<file path="src/rtl/mmio_io_bridge_pkg.sv">
// Shared I/O window definitions for the MMIO bridge; assembler test programs
// use the same offsets and base address.
package mmio_io_bridge_pkg;

    localparam logic [3:0] OFF_LED  = 4'd0;
    localparam logic [3:0] OFF_SW   = 4'd1;
    localparam logic [3:0] OFF_EDGE = 4'd2;
    localparam logic [3:0] OFF_CYC  = 4'd3;

    localparam int unsigned IO_BASE_DEFAULT = 'hFF0;
    localparam int          CYC_W           = 32;

endpackage

</file>
<file path="src/rtl/mmio_io_bridge_debounce.sv">
// One switch channel: two-flop synchroniser followed by a stable-count debouncer.
module sw_debounce #(
    parameter int DEB_CYCLES = 1000
) (
    input  logic clock,
    input  logic reset,
    input  logic sw_raw,
    output logic deb,
    output logic rise
);

    localparam int CW = (DEB_CYCLES > 2) ? $clog2(DEB_CYCLES) : 1;

    logic          sync1;
    logic          sync2;
    logic [CW-1:0] cnt;
    logic          accept;

    // accept marks the cycle deb takes the synchronised value; rise lines up with it
    assign accept = (sync2 != deb) && (cnt == CW'(DEB_CYCLES - 1));
    assign rise   = accept & sync2;

    always_ff @(posedge clock or posedge reset) begin
        if (reset) begin
            sync1 <= 1'b0;
            sync2 <= 1'b0;
            cnt   <= '0;
            deb   <= 1'b0;
        end else begin
            sync1 <= sw_raw;
            sync2 <= sync1;
            if (sync2 == deb) begin
                cnt <= '0;
            end else if (accept) begin
                deb <= sync2;
                cnt <= '0;
            end else begin
                cnt <= cnt + CW'(1);
            end
        end
    end

endmodule

</file>
<file path="src/rtl/mmio_io_bridge.sv">
// Data-memory bridge: a 16-word I/O window at IO_BASE holds LED, switch, edge-flag
// and cycle-counter registers; every other access passes straight through to RAM.
module mmio_io_bridge
    import mmio_io_bridge_pkg::*;
#(
    parameter int                ADDR_W     = 12,
    parameter int                DATA_W     = 32,
    parameter int                NUM_SW     = 16,
    parameter int                NUM_LED    = 16,
    parameter int                DEB_CYCLES = 1000,
    parameter logic [ADDR_W-1:0] IO_BASE    = ADDR_W'(IO_BASE_DEFAULT)
) (
    input  logic               clock,
    input  logic               reset,
    input  logic               wren,
    input  logic [ADDR_W-1:0]  address_dmem,
    input  logic [DATA_W-1:0]  data,
    output logic [DATA_W-1:0]  q_dmem,
    output logic               ram_wEn,
    output logic [ADDR_W-1:0]  ram_addr,
    output logic [DATA_W-1:0]  ram_dataIn,
    input  logic [DATA_W-1:0]  ram_dataOut,
    input  logic [NUM_SW-1:0]  SW,
    output logic [NUM_LED-1:0] LED
);

    logic              io_hit;
    logic              io_we;
    logic [3:0]        off;
    logic [NUM_LED-1:0] led_q;
    logic [NUM_SW-1:0] sw_in;
    logic [NUM_SW-1:0] sw_rise;
    logic [NUM_SW-1:0] edge_q;
    logic [NUM_SW-1:0] edge_clr;
    logic [CYC_W-1:0]  cyc_q;
    logic [DATA_W-1:0] io_rdata;
    logic [DATA_W-1:0] io_rdata_q;
    logic              io_hit_q;

    assign io_hit     = (address_dmem[ADDR_W-1:4] == IO_BASE[ADDR_W-1:4]);
    assign off        = address_dmem[3:0];
    assign io_we      = wren & io_hit;
    assign ram_wEn    = wren & ~io_hit;
    assign ram_addr   = address_dmem;
    assign ram_dataIn = data;
    assign LED        = led_q;

    for (genvar i = 0; i < NUM_SW; i++) begin : g_sw
        sw_debounce #(
            .DEB_CYCLES (DEB_CYCLES)
        ) u_deb (
            .clock  (clock),
            .reset  (reset),
            .sw_raw (SW[i]),
            .deb    (sw_in[i]),
            .rise   (sw_rise[i])
        );
    end

    assign edge_clr = (io_we && off == OFF_EDGE) ? data[NUM_SW-1:0] : '0;

    // A new rising edge outranks a same-cycle clear; a write to CYC outranks the increment.
    always_ff @(posedge clock or posedge reset) begin
        if (reset) begin
            led_q  <= '0;
            edge_q <= '0;
            cyc_q  <= '0;
        end else begin
            if (io_we && off == OFF_LED) begin
                led_q <= data[NUM_LED-1:0];
            end
            edge_q <= (edge_q & ~edge_clr) | sw_rise;
            if (io_we && off == OFF_CYC) begin
                cyc_q <= '0;
            end else begin
                cyc_q <= cyc_q + CYC_W'(1);
            end
        end
    end

    always_comb begin
        io_rdata = '0;
        case (off)
            OFF_LED:  io_rdata = DATA_W'(led_q);
            OFF_SW:   io_rdata = DATA_W'(sw_in);
            OFF_EDGE: io_rdata = DATA_W'(edge_q);
            OFF_CYC:  io_rdata = DATA_W'(cyc_q);
            default:  io_rdata = '0;
        endcase
    end

    // Read data is captured from pre-write register values so both paths have one-cycle latency.
    always_ff @(posedge clock or posedge reset) begin
        if (reset) begin
            io_hit_q   <= 1'b0;
            io_rdata_q <= '0;
        end else begin
            io_hit_q   <= io_hit;
            io_rdata_q <= io_rdata;
        end
    end

    assign q_dmem = io_hit_q ? io_rdata_q : ram_dataOut;

endmodule

</file>
<file path="config.mk">
export PLATFORM = sky130hd
export DESIGN_NAME = mmio_io_bridge
export DESIGN_NICKNAME = d
export VERILOG_FILES = /design/src/rtl/mmio_io_bridge_pkg.sv /design/src/rtl/mmio_io_bridge_debounce.sv /design/src/rtl/mmio_io_bridge.sv
export SDC_FILE = /design/constraint.sdc
export NUM_CORES = 1
export LEC_CHECK = 0
export ABC_AREA = 1
export BUFFER_PORTS_ARGS = -buffer_cell sky130_fd_sc_hd__buf_2
export CAP_MARGIN = 20
export CORE_MARGIN = 2
export CORE_UTILIZATION = 45
export DETAILED_ROUTE_END_ITERATION = 8
export SYNTH_ARGS = -nofsm -noshare
export SYNTH_HDL_FRONTEND = slang
export SYNTH_SLANG_ARGS = --single-unit
</file>
<file path="constraint.sdc">
create_clock -name clock -period 14.8 [get_ports clock]
set_input_delay 2.22 -clock clock [delete_from_list [all_inputs] [get_ports clock]]
set_output_delay 2.22 -clock clock [all_outputs]
set_load 0.01 [all_outputs]
</file>
==> results by group <==
Cells and area
  – Final Non-Filler Cells: 2385
  – Final #Nets: 2034
  – Final Cell Area: 17000 µm²
  – Register Area: 7630 µm²
  – Final Util: 52.3%
  – Layout cells sized above 1: 15.3%
  – Multi-input combinational cell area: 5870 µm²
  – Fillcell total: 3089
  – N_diodes: 0
  – Area growth syn-to-layout: 14.5%

Drt
  – DRT antenna net count: 0
  – Drt via density: 4.75
  – DRC: 0
  – Drt total wl: 31.3 mm
  – First-pass DRT Iterations: 4
  – Routed wire per std cell: 13.1 µm
  – DR vias: 11300
  – DRT iter0 DRCs: 633

Synthesis
  – Top cells by count, synth: nand2_1 (421), dfrtp_1 (305), nor2_1 (288)
  – Most frequent cell after synthesis: nand2_1
  – Mapped Area: 14900 µm²
  – Compound-cell area share of the yosys netlist: 4.06%
  – Synth Area in XOR/XNOR: 4.37%
  – Average size of a mapped cell: 8.32 µm²
  – Top cells by area, synth: dfrtp_1 (51%), nand2_1 (11%), nor2_1 (7.3%)
  – Top cell type's share of synthesized area: 51.3%
  – Synth Instances: 1787
  – Adder-Cell Fraction of Synth Area: 1.43%
  – #FFs+latches synth: 305
  – Synthesis Warnings: 0
  – Post-synth EDFFs: 0
  – Async S/R FF share, synth: 100%
  – Commonest register cell after synthesis: dfrtp_1
  – Sequential share of the synthesized area: 51.3%
  – Simple-gate share of the synthesized area: 27.2%
  – Largest family of logic cells by synthesized area: simple AND/OR/NAND/NOR gates
  – Mux cell area share after synthesis: 2.42%
  – Syn Nets: 1899
  – Synth area leader: dfrtp_1
  – Netlist cell types: 33

Placement
  – Routability Congestion: 0.853
  – Area after DPL: 15800 µm²
  – DP HPWL: 22.0 mm
  – PortBufs: 155
  – Placed cell count: 2326

Clocking
  – CTS tree: done
  – CTS resizes: 0
  – H-tree depth: 2
  – CTS buffer count: 35
  – Post-CTS setup buffer count: 0
  – Clk sinks: 305
  – Worst-skew pair later-pin latency: 500 ps
  – Clock-pin slew on the worst setup and hold paths: 60 ps
  – Max Buffers Root-to-Sink: 3
  – Hold Buf Count CTS: 0
  – Clock root buffer: clkbuf_16

Outcome
  – Status: finished clean

Power and ir drop
  – Largest vdd supply drop: 0.0000693 V
  – P_leak: 8.25 nW
  – Power per Cell Area: 113 nW/µm²

STA
  – Slew Viols, Final: 0
  – Final Skew: 11.4 ps
  – Worst-margin pin slew: 981 ps
  – Hold Fails Final Rpt: 0
  – Min Tclk post-route: 5100 ps
  – Slew margin rel.: 34.4%
  – F_max: 0.196 GHz
  – Final Cycle Share: 34.5%
  – Finish-stage setup viols: 0
  – Setup TNS: 0 ps
  – RSZ-0062 raised after global routing: false
  – Hold_ws: 347 ps

Floorplanning
  – Site Rows: 66
  – Starting density of the core: 45.7%
  – Die width: 186 µm
  – Die height: 186 µm
  – I/O pins: 188
  – Core Box Area: 32500 µm²
  – Die area: 34500 µm²

Job
  – Max_cap viols: 0

Setup path
  – Crit-path slowest cell: nand2_1
  – Crit path launch type: input port
  – R2R Path Start: cyc_q[1]
  – WP data arrival: 2880 ps
  – Crit Path Class: input port to output pin
  – Req. time, crit path: 12580 ps
  – Crit path capture type: output pin
  – Critical path's largest stage delay: 140 ps
  – Crit-path cells: buf_2 > nand2_1 > nor2_1 > nand2_1 > inv_1 > nor2_1 > buf_2
  – Worst Path Max Fanout: 3
  – Critical Path Start: address_dmem[4]

Global route
  – Tot GR Track Use: 18.6%
  – Wire length of the first global-routing pass: 52.3 mm
  – GRT overflow: 0
  – Largest net degree at the start of global routing: 98
  – Number of global-route vias before repair: 10900
  – Initial antenna violation count: 0

Min path
  – HP Class: register to register
  – Worst Min Path Start: g_sw[9].u_deb.sync1
-- layout by cell type, fill, tap and decap left out, types with 37 or more instances in the layout --
cell       Yosys  routed
nor2_1       288     288
clkbuf_16      0      37
nor3_1        44      44
nand2_1      421     421
a21oi_1       42      42
dfrtp_1      305     304
o21ai_0       41      41
buf_2         12     155
nand3_1      123     123
inv_1        241     240
xor2_1        42      42
-- state kept, by name, summed over array words and instances (netlist names) --
| register | flops |
|---|---|
| g_sw.u_deb.sync1 | 16 |
| g_sw.u_deb.deb | 16 |
| edge_q | 16 |
| io_rdata_q | 32 |
| g_sw.u_deb.sync2 | 16 |
| g_sw.u_deb.cnt | 160 |
| LED | 16 |
| cyc_q | 32 |
| io_hit_q | 1 |
-- cell type report --
class / instances / share of cell area (%)
multi-input cells: 1172 / 34.5
well taps: 442 / 3.25
flip-flops and latches: 305 / 44.8
clock inverters: 6 / 0.617
repair buffers: 162 / 4.98
clock buffers: 52 / 6.41
inverters: 246 / 5.47
-- power by group --
part / total, mW / internal [mW] / switching [mW]
clock: 0.890 / 0.559 / 0.331
combinational: 0.146 / 0.0497 / 0.0962
sequential: 0.895 / 0.866 / 0.0294
total: 1.93 / 1.47 / 0.457
-- path summary, 6_finish.rpt --
kind,cells past startpoint,to,slack (ps)
setup / recovery,7,ram_wEn,9700
hold / removal,0,g_sw[9].u_deb.sync2,350
setup reg to reg,8,cyc_q[28],13270
hold reg to reg,0,g_sw[9].u_deb.sync2,350
max in group asynchronous,3,io_hit_q,11600
min in group asynchronous,2,LED[12],1820
-- critical path, delay by kind of cell --
| family | cells | cell delay (ps) |
|---|---|---|
| AND/OR/NAND/NOR | 4 | 340 |
| buffers and inverters | 3 | 340 |
-- layer usage --
metal | vias to the layer above | wire length [µm] | part of all wire, % | global-route usage, %
li1 | 5818 | - | - | -
met1 | 5297 | 14700 | 47 | 24.7
met2 | 179 | 14500 | 46 | 31.5
met3 | 37 | 1440 | 4.6 | 3.54
met4 | 0 | 592 | 1.9 | 4.82
met5 | - | 0 | 0 | 0
-- per-stage QoR --
stage / worst slack [ps] / power (mW)
2_1_floorplan: 4150 / 1.01
3_3_place_gp: 9710 / 1.06
3_5_place_dp: 9690 / 1.06
4_1_cts: 9690 / 1.96
5_1_grt: 9620 / 2.02
6_report: 9700 / 1.93
-- kinds of logic after synthesis --
| family | Yosys count |
|---|---|
| flops | 305 |
| simple gates | 944 |
| compound gates | 110 |
| mux | 32 |
| xor+xnor | 69 |
| fa+ha+maj | 17 |
| buf+inv | 310 |
No activity file was read; power rests on OpenSTA's default activity.
